[src/rtl/audio_i2s_tx.sv]
// ---------------------------------------------------------------------------
// audio_i2s_tx
//
// Buffers 8-bit unsigned audio samples in a small FIFO and serialises them as
// a Philips-I2S stream (bclk / lrck / sdata). The same sample is sent on both
// the left and the right channel. Everything runs on the single system clock;
// the bit clock is a divided register output, not a separate clock domain.
//
// Ports:
//   clock         in   system clock (50 MHz)
//   reset_n       in   asynchronous active-low reset
//   sample_in     in   unsigned offset-binary sample, 0x80 = midscale
//   sample_valid  in   push request
//   sample_ready  out  FIFO not full
//   underrun      out  one-clock pulse: a frame started with the FIFO empty
//   i2s_bclk      out  bit clock
//   i2s_lrck      out  word select, 0 = left, 1 = right
//   i2s_sdata     out  serial data, MSB first, one bclk behind lrck
//   volume        in   attenuation shift (only with AUDIO_I2S_VOLUME_EN)
//
// Optional feature macro: AUDIO_I2S_VOLUME_EN
//   Defined     -> volume port exists; the word is arithmetically shifted
//                  right by volume when it is loaded at frame start.
//   Not defined -> no volume port; the word is loaded unshifted.
// ---------------------------------------------------------------------------
module audio_i2s_tx #(
    parameter int SAMPLE_WIDTH = 8,
    parameter int SLOT_BITS    = 16,
    parameter int BCLK_HALF    = 16,
    parameter int FIFO_DEPTH   = 4
) (
    input  logic                    clock,
    input  logic                    reset_n,
    input  logic [SAMPLE_WIDTH-1:0] sample_in,
    input  logic                    sample_valid,
    output logic                    sample_ready,
    output logic                    underrun,
    output logic                    i2s_bclk,
    output logic                    i2s_lrck,
    output logic                    i2s_sdata
`ifdef AUDIO_I2S_VOLUME_EN
    ,
    input  logic [2:0]              volume
`endif
);

    localparam int DIV_W = (BCLK_HALF > 1) ? $clog2(BCLK_HALF) : 1;
    localparam int BIT_W = $clog2(2 * SLOT_BITS);
    localparam int SEL_W = $clog2(SLOT_BITS);
    localparam int PTR_W = (FIFO_DEPTH > 1) ? $clog2(FIFO_DEPTH) : 1;
    localparam int CNT_W = $clog2(FIFO_DEPTH + 1);

    localparam logic [DIV_W-1:0]        DIV_LAST  = DIV_W'(BCLK_HALF - 1);
    localparam logic [BIT_W-1:0]        BIT_LAST  = BIT_W'(2 * SLOT_BITS - 1);
    localparam logic [BIT_W-1:0]        SLOT_LEN  = BIT_W'(SLOT_BITS);
    localparam logic [CNT_W-1:0]        CNT_FULL  = CNT_W'(FIFO_DEPTH);
    localparam logic [SAMPLE_WIDTH-1:0] SIGN_FLIP = {1'b1, {(SAMPLE_WIDTH-1){1'b0}}};

    logic [SAMPLE_WIDTH-1:0] r_fifo [FIFO_DEPTH];
    logic [PTR_W-1:0]        r_wrPtr;
    logic [PTR_W-1:0]        r_rdPtr;
    logic [CNT_W-1:0]        r_count;
    logic [DIV_W-1:0]        r_divCnt;
    logic                    r_bclk;
    logic [BIT_W-1:0]        r_bitCnt;
    logic                    r_lrck;
    logic                    r_sdata;
    logic [SLOT_BITS-1:0]    r_word;
    logic                    r_underrun;

    logic                    w_full;
    logic                    w_empty;
    logic                    w_push;
    logic                    w_pop;
    logic                    w_tick;
    logic                    w_fall;
    logic                    w_frameStart;
    logic [BIT_W-1:0]        w_bitNext;
    logic [BIT_W-1:0]        w_posNext;
    logic [SEL_W-1:0]        w_sel;
    logic                    w_sdataNext;
    logic [SLOT_BITS-1:0]    w_wordRaw;
    logic [SLOT_BITS-1:0]    w_wordLoad;

    // FIFO flags and handshakes. Pop and the empty test both use the count
    // before this cycle's push, so a push that coincides with a frame start
    // still lets that frame report underrun.
    assign w_full       = (r_count == CNT_FULL);
    assign w_empty      = (r_count == '0);
    assign w_push       = sample_valid && !w_full;
    assign w_pop        = w_frameStart && !w_empty;
    assign sample_ready = !w_full;

    // Bit-clock timing: a tick every BCLK_HALF clocks toggles bclk; a tick
    // while bclk is high is the falling edge where the serial state advances.
    assign w_tick       = (r_divCnt == DIV_LAST);
    assign w_fall       = w_tick && r_bclk;
    assign w_bitNext    = (r_bitCnt == BIT_LAST) ? '0 : r_bitCnt + BIT_W'(1);
    assign w_frameStart = w_fall && (w_bitNext == '0);

    // Slot position 0 carries the I2S one-bit delay; positions 1.. carry
    // word[SLOT_BITS-p]. The select truncates harmlessly at p==0.
    assign w_posNext   = (w_bitNext >= SLOT_LEN) ? w_bitNext - SLOT_LEN : w_bitNext;
    assign w_sel       = SEL_W'(SLOT_LEN - w_posNext);
    assign w_sdataNext = (w_posNext == '0) ? 1'b0 : r_word[w_sel];

    // Offset-binary to left-aligned two's complement by flipping the MSB.
    assign w_wordRaw = {r_fifo[r_rdPtr] ^ SIGN_FLIP, {(SLOT_BITS-SAMPLE_WIDTH){1'b0}}};

`ifdef AUDIO_I2S_VOLUME_EN
    logic signed [SLOT_BITS-1:0] w_wordSigned;
    assign w_wordSigned = w_wordRaw;
    assign w_wordLoad   = w_wordSigned >>> volume;
`else
    assign w_wordLoad = w_wordRaw;
`endif

    // Sample storage is not reset; only the pointers and count define content.
    always_ff @(posedge clock) begin
        if (w_push) begin
            r_fifo[r_wrPtr] <= sample_in;
        end
    end

    // FIFO pointers and occupancy. Simultaneous push and pop leave the count.
    always_ff @(posedge clock or negedge reset_n) begin
        if (!reset_n) begin
            r_wrPtr <= '0;
            r_rdPtr <= '0;
            r_count <= '0;
        end else begin
            if (w_push) begin
                r_wrPtr <= r_wrPtr + PTR_W'(1);
            end
            if (w_pop) begin
                r_rdPtr <= r_rdPtr + PTR_W'(1);
            end
            if (w_push && !w_pop) begin
                r_count <= r_count + CNT_W'(1);
            end else if (w_pop && !w_push) begin
                r_count <= r_count - CNT_W'(1);
            end
        end
    end

    // Bit-clock divider and the serial shifter. lrck and sdata change on the
    // falling bclk edge so the codec samples them stable on the rising edge.
    always_ff @(posedge clock or negedge reset_n) begin
        if (!reset_n) begin
            r_divCnt <= '0;
            r_bclk   <= 1'b0;
            r_bitCnt <= '0;
            r_lrck   <= 1'b0;
            r_sdata  <= 1'b0;
        end else begin
            if (w_tick) begin
                r_divCnt <= '0;
                r_bclk   <= ~r_bclk;
            end else begin
                r_divCnt <= r_divCnt + DIV_W'(1);
            end
            if (w_fall) begin
                r_bitCnt <= w_bitNext;
                r_lrck   <= (w_bitNext >= SLOT_LEN);
                r_sdata  <= w_sdataNext;
            end
        end
    end

    // Hold word is refreshed only at frame start; on an empty FIFO the old
    // word is replayed and underrun pulses for one clock.
    always_ff @(posedge clock or negedge reset_n) begin
        if (!reset_n) begin
            r_word     <= '0;
            r_underrun <= 1'b0;
        end else begin
            r_underrun <= w_frameStart && w_empty;
            if (w_pop) begin
                r_word <= w_wordLoad;
            end
        end
    end

    assign i2s_bclk  = r_bclk;
    assign i2s_lrck  = r_lrck;
    assign i2s_sdata = r_sdata;
    assign underrun  = r_underrun;

endmodule
[config.mk]
export PLATFORM = sky130hd
export DESIGN_NAME = audio_i2s_tx
export DESIGN_NICKNAME = d
export VERILOG_FILES = /design/src/rtl/audio_i2s_tx.sv
export SDC_FILE = /design/constraint.sdc
export NUM_CORES = 1
export LEC_CHECK = 0
export CAP_MARGIN = 20
export CORE_ASPECT_RATIO = 0.9
export CORE_MARGIN = 8
export CORE_UTILIZATION = 40
export CTS_CLUSTER_SIZE = 30
export DETAILED_ROUTE_END_ITERATION = 10
export DONT_BUFFER_PORTS = 1
export GPL_ROUTABILITY_DRIVEN = 0
export PLACE_DENSITY = 0.58
export SYNTH_ARGS = -nofsm -noshare
export SYNTH_HDL_FRONTEND = slang
export SYNTH_SLANG_ARGS = --single-unit
[constraint.sdc]
create_clock -name clock -period 2.95 [get_ports clock]
set_input_delay 0.59 -clock clock [delete_from_list [all_inputs] [get_ports clock]]
set_output_delay 0.59 -clock clock [all_outputs]
set_load 0.02 [all_outputs]
Word-level counts from Yosys, hierarchy flattened
Memories as Yosys holds them, arrays and structs flattened.
Index checks and enable logic that the tools add are counted.
{"block": "word_totals", "ff_bits": 28, "ramBits": 32, "input_bits": 11, "elab_cells": 51, "memories": 1}
{"memory": "r_fifo", "words": 4, "width": 8, "read_ports": 1, "rd_clocked_by_memory_dff": 0, "write_ports": 1, "line_no": "59", "text": "logic [SAMPLE_WIDTH-1:0] r_fifo [FIFO_DEPTH];"}
{"block": "classes", "add_sub_neg": 8, "n_lt_le_gt_ge": 2, "n_eq_ne": 3, "mux": 10, "bitwise_logic": 2, "reduce_logical": 15}
{"operator": "logical NOT 5 bit", "n": 2}
{"operator": "two-way mux 5 bit", "n": 2}
{"operator": "logical AND 1 bit", "n": 7}
{"operator": "two-way mux 3 bit", "n": 2}
{"operator": "adder 5 x 1 -> 5 bit, second input constant", "n": 1}
{"operator": "equality test 5 bit, second input constant", "n": 1}
{"operator": ">= comparator 5 bit, second input constant", "n": 1}
{"operator": "< comparator 4 x 5 -> 1 bit, second input constant", "n": 1}
{"operator": "subtractor 5 bit, second input constant", "n": 1}
{"operator": "adder 2 x 1 -> 2 bit, second input constant", "n": 2}
{"operator": "adder 4 x 1 -> 4 bit, second input constant", "n": 1}
{"operator": "binary-select mux 1 bit (select 4 bit)", "n": 1}
{"operator": "equality test 4 bit, second input constant", "n": 1}
{"operator": "logical NOT 1 bit", "n": 4}
{"operator": "two-way mux 1 bit", "n": 4}
{"operator": "two-way mux 4 bit", "n": 1}
{"operator": "subtractor 1 x 4 -> 4 bit, first input constant", "n": 1}
{"operator": "adder 3 x 1 -> 3 bit, second input constant", "n": 1}
{"operator": "equality test 3 bit, second input constant", "n": 1}
{"operator": "logical NOT 3 bit", "n": 1}
{"operator": "subtractor 3 x 1 -> 3 bit, second input constant", "n": 1}
{"operator": "inverter 1 bit", "n": 2}
{"operator": "nonzero test 2 bit", "n": 1}

Logic depth before layout (Yosys ltp)
{"block": "depth", "word_depth": 8, "ltp_mapped": 13}

Worst setup path after synthesis
No wires, ideal clock.
{"block": "synth_timing", "path_kind": "flip-flop to flip-flop", "start": "register r_bitCnt[1]", "end": "register r_count[1]", "setup_time_ns": 0.125, "arrival_ns": 2.747, "required_ns": 2.825, "slack_ns": 0.078, "stages_incl_launch_ff": 11, "n_path_buf": 1, "synth_period_minus_slack_ns": 2.872, "path_cell_list": "dfrtp_1 -> ha_1 -> clkbuf_1 -> and3_1 -> ha_1 -> nor4b_4 -> o211ai_4 -> ha_1 -> inv_1 -> fa_1 -> mux2_2"}
{"block": "synth_via", "elab_chain_len": 8}
{"element": "start, declared", "line_no": "65", "text": "logic [BIT_W-1:0] r_bitCnt;"}
{"element": "start signal, assigned", "line_no": "163", "text": "r_bitCnt <= w_bitNext;"}
{"element": "adder 5 x 1 -> 5 bit or equality test 5 bit (tied branches)", "line_no": "98", "text": "assign w_bitNext = (r_bitCnt == BIT_LAST) ? '0 : r_bitCnt + BIT_W'(1);"}
{"element": "two-way mux 5 bit *", "line_no": "98"}
{"element": "net w_bitNext[4]", "line_no": "78", "text": "logic [BIT_W-1:0] w_bitNext;"}
{"element": "logical NOT 5 bit *", "line_no": "99", "text": "assign w_frameStart = w_fall && (w_bitNext == '0);"}
{"element": "logical AND 1 bit *", "line_no": "99"}
{"element": "logical AND 1 bit *", "line_no": "91", "text": "assign w_pop = w_frameStart && !w_empty;"}
{"element": "logical NOT 1 bit", "line_no": "138", "text": "if (w_push && !w_pop) begin"}
{"element": "logical AND 1 bit", "line_no": "138"}
{"element": "two-way mux 3 bit or nonzero test 2 bit (tied branches)"}
{"element": "end signal, assigned", "line_no": "139", "text": "r_count <= r_count + CNT_W'(1);"}
{"element": "end signal, assigned", "line_no": "141", "text": "r_count <= r_count - CNT_W'(1);"}
{"element": "end, declared", "line_no": "62", "text": "logic [CNT_W-1:0] r_count;"}
The timed path passes the listed nets; every way through them passes the cells marked *.
A chain may end at the register's enable or synchronous reset.

Final worst setup path
Same ends and word-level chain as after synthesis.

==> summary.md <==
| Metric | Value |
|---|---|
| Worst EP required | 3160 ps |
| Worst Tran Pin Value | 622 ps |
| Worst Hold Class | input port to asynchronous set/reset pin |
| Chip height | 93.2 um |
| CP arrival | 3000 ps |
| Row count | 28 |
| Crit path largest cell delay | 450 ps |
| Mapped Nets | 198 |
| Detail Placement HPWL | 3270 um |
| Final Setup Violations | 0 |
| Leak | 1.19 nW |
| Post_cts resized | 0 |
| Clock power share | 37.2% |
| Setup ws final | 164 ps |
| Psw | 0.536 mW |
| Core Area | 6480 um2 |
| Max-cap violations | 0 |
| Die Area | 9490 um2 |
| Startpoint types | flip-flop |
| Synthesized instance count | 178 |
| Endpoints failing hold | 0 |
| Dpl ws | 174 ps |
| Crit path to | r_count[1] |
| Minimum clock period | 2790 ps |
| RSZ-0062 raised after global routing | false |
| Reg-to-Reg Start | r_bitCnt[1] |
| Post-synthesis async set-or-reset flop share | 46.7% |
| R2r endpoint | r_count[1] |
| Main combinational cell family by area after synthesis | multiplexers |
| DRC Markers | 0 |
| # nets final | 206 |
| Cell area after synthesis | 2650 um2 |
| Crit-path cells | ha_1 > and3_1 > ha_1 > nor4b_4 > o211ai_4 > ha_1 > inv_1 > fa_1 > mux2_2 |
| Clock latency on the worst-skew pair | 330 ps |
| Final Util | 46.3% |
| P_int | 1.60 mW |
| Slew headroom | 58.5% |
| Multiplexer share of the synthesized area | 12.2% |
| Synthesis-to-finish area growth | 13.1% |
| # port buffers | 0 |
| TritonCTS Buffers | 9 |
| Seq. cell area | 1660 um2 |
| TritonRoute pass-1 iters | 4 |
| Most used DFF post-synth | edfxtp_1 |
| CTS tree | done |
| Seq/Total Area, Yosys | 62.7% |
| Comb pwr share | 12.3% |
| Total congestion overflow | 0 |
| Chip width | 102 um |
| Top cell type's share of synthesized area | 36.3% |
| Cts hold-fix bufs | 1 |
| Max Clock Freq | 359 MHz |
| Worst vdd ir | 0.324 mV |
| Synth top area cells | edfxtp_1 (36%), dfrtp_1 (26%), mux4_2 (7.6%) |
| CTS Sinks | 60 |
| Post-synth EDFFs | 32 |
| Pwr/cell area | 712 nW/um2 |
| Most numerous cell in the Yosys netlist | edfxtp_1 |
| Final Max Slew Viols | 0 |
| Vias per cell | 5.22 |
| Starting Density | 40.9% |
| Final hold slack | 70.1 ps |
| Crit path max fanout | 7 |
| Longest Clk Path Bufs | 2 |
| Synth Area in Compound Gates | 6.23% |
| Setup Fix Bufs, Post-CTS | 0 |
| GR Util All Layers | 11.3% |
| Synth Area in Simple Gates | 8.92% |
| CP Capture Type | flip-flop |
| CP dominant cell by count | ha_1 |
| CP startpoint | r_bitCnt[1] |
| Dominant cell type by area after synthesis | edfxtp_1 |
| Pin count of the biggest net entering global routing | 29 |
| Vias in the first global route | 1644 |
| Reg2Reg Setup Slack | 160 ps |
| Routed length per instance | 16.6 um |
| Distinct cells, synth | 39 |
| Sequential share of power | 50.5% |
| Outcome | finished clean |
| Total power | 2.14 mW |
| Diode count | 0 |
| Synth Area in XOR/XNOR | 2.97% |
| Share of cells above drive strength 1 | 22.5% |
| Routed wire length | 4670 um |
| Global-route wire length before repair | 7980 um |
| CP Class | flip-flop to flip-flop |
| CTS Root Cell | clkbuf_8 |
| Yosys warning count | 0 |
| Slowest cell on the critical path | dfrtp_1 |
| Fillers | 578 |
| Total negative slack | 0 ps |
| Via count | 1466 |
| Initial antenna violation count | 0 |
| Worst-path clk slew | 70 ps |
| R2r worst-path depth | 9 |
| # IOs | 16 |
| Mapped Avg Cell Area | 14.9 um2 |
| Final period util | 94.4% |
| DRT antenna net count | 0 |
| Commonest cells in the netlist | edfxtp_1 (32), dfrtp_1 (28), nand2_1 (15), mux2_2 (9), mux4_2 (9) |
| Area of the multi-input gates | 925 um2 |
| DR iter-0 viols | 60 |
| Worst Skew | 8.33 ps |
| Switching part of the total | 25.1% |
| H-tree depth | 3 |
| Area share of fa/ha/maj cells after synthesis | 4.53% |
| Synth Register Bits | 60 |
==> metal layers <==
layer,vias to the layer above,track usage [%],share of wire [%]
li1,688,-,-
met1,746,12.2,43
met2,23,18.8,50
met3,9,3.64,5.4
met4,0,7.31,2.1
met5,-,0,0
==> cells in the final DEF (no fill, tap or decap), types with 2 or more instances in the layout <==
| cell | Yosys | routed |
|---|---|---|
| a21oi_1 | 3 | 3 |
| a31oi_1 | 3 | 3 |
| and2_1 | 2 | 2 |
| and3_1 | 6 | 6 |
| buf_4 | 0 | 5 |
| bufinv_16 | 0 | 2 |
| clkbuf_8 | 0 | 9 |
| clkinv_2 | 0 | 2 |
| clkinv_4 | 0 | 2 |
| dfrtp_1 | 28 | 28 |
| edfxtp_1 | 32 | 32 |
| ha_1 | 8 | 8 |
| inv_1 | 7 | 7 |
| mux2_2 | 9 | 9 |
| mux2i_1 | 2 | 2 |
| mux4_2 | 9 | 9 |
| nand2_1 | 15 | 15 |
| nand3_1 | 3 | 3 |
| nor2_1 | 8 | 8 |
| o2111ai_1 | 2 | 2 |
| o21ai_0 | 6 | 6 |
| xnor2_1 | 5 | 5 |
| xor2_1 | 4 | 4 |
==> cells by family after synthesis <==
kind of cell,count (synthesis)
muxes,20
xor gates and xnor gates,9
adders and majority gates,9
AOI/OAI and AO/OA,22
buffers and inverters,16
and+or+nand+nor,42
DFF,60
==> state kept, by name, indices dropped and copies added (netlist names) <==
register   cells
underrun       1
i2s_sdata      1
r_word         8
r_rdPtr        2
r_count        3
r_divCnt       4
r_bitCnt       5
r_fifo        32
i2s_lrck       1
i2s_bclk       1
r_wrPtr        2
==> final cells by class <==
class                           instances  area share (%)
Tap cell                               90            3.76
Clock buffer                            9            4.13
Multi-Input combinational cell        102            30.8
Inverter                                7           0.876
Sequential cell                        60            55.4
Clock inverter                          7            3.05
Timing Repair Buffer                    6            1.92
==> through the flow <==
stage	cell area (um2)	instances
after detailed placement	2760	264
final	3000	281
after floorplan	2650	178
after global routing	3000	281
after global placement	2760	264
after CTS	3000	281
==> power by group through the flow <==
stage                     clock [mW]  combinational (mW)  sequential [mW]
after CTS                      0.817               0.273             1.08
after global routing           0.856               0.301             1.09
after floorplan                    0               0.195             1.08
after detailed placement           0               0.261             1.10
final                          0.794               0.264             1.08
after global placement             0               0.241             1.08
==> critical path: cells and delay by family (launching register included) <==
| kind | cells | cell delay, ps |
|---|---|---|
| buffers and inverters | 1 | 80 |
| DFF | 1 | 450 |
| AOI/OAI and AO/OA | 1 | 130 |
| and+or+nand+nor | 2 | 570 |
| adders and majority gates | 4 | 1170 |
| muxes | 1 | 270 |
==> worst min-delay path by stage <==
stage	startpoint	endpoint	slack (ps)	cells past startpoint
after global placement	reset_n	r_divCnt[2]	300	0
after CTS	reset_n	r_divCnt[0]	50	1
after floorplan	reset_n	i2s_bclk	290	0
after global routing	reset_n	r_divCnt[1]	60	1
final	reset_n	r_divCnt[0]	70	1
after detailed placement	reset_n	r_divCnt[0]	300	0
No activity file was read; power rests on OpenSTA's default activity.
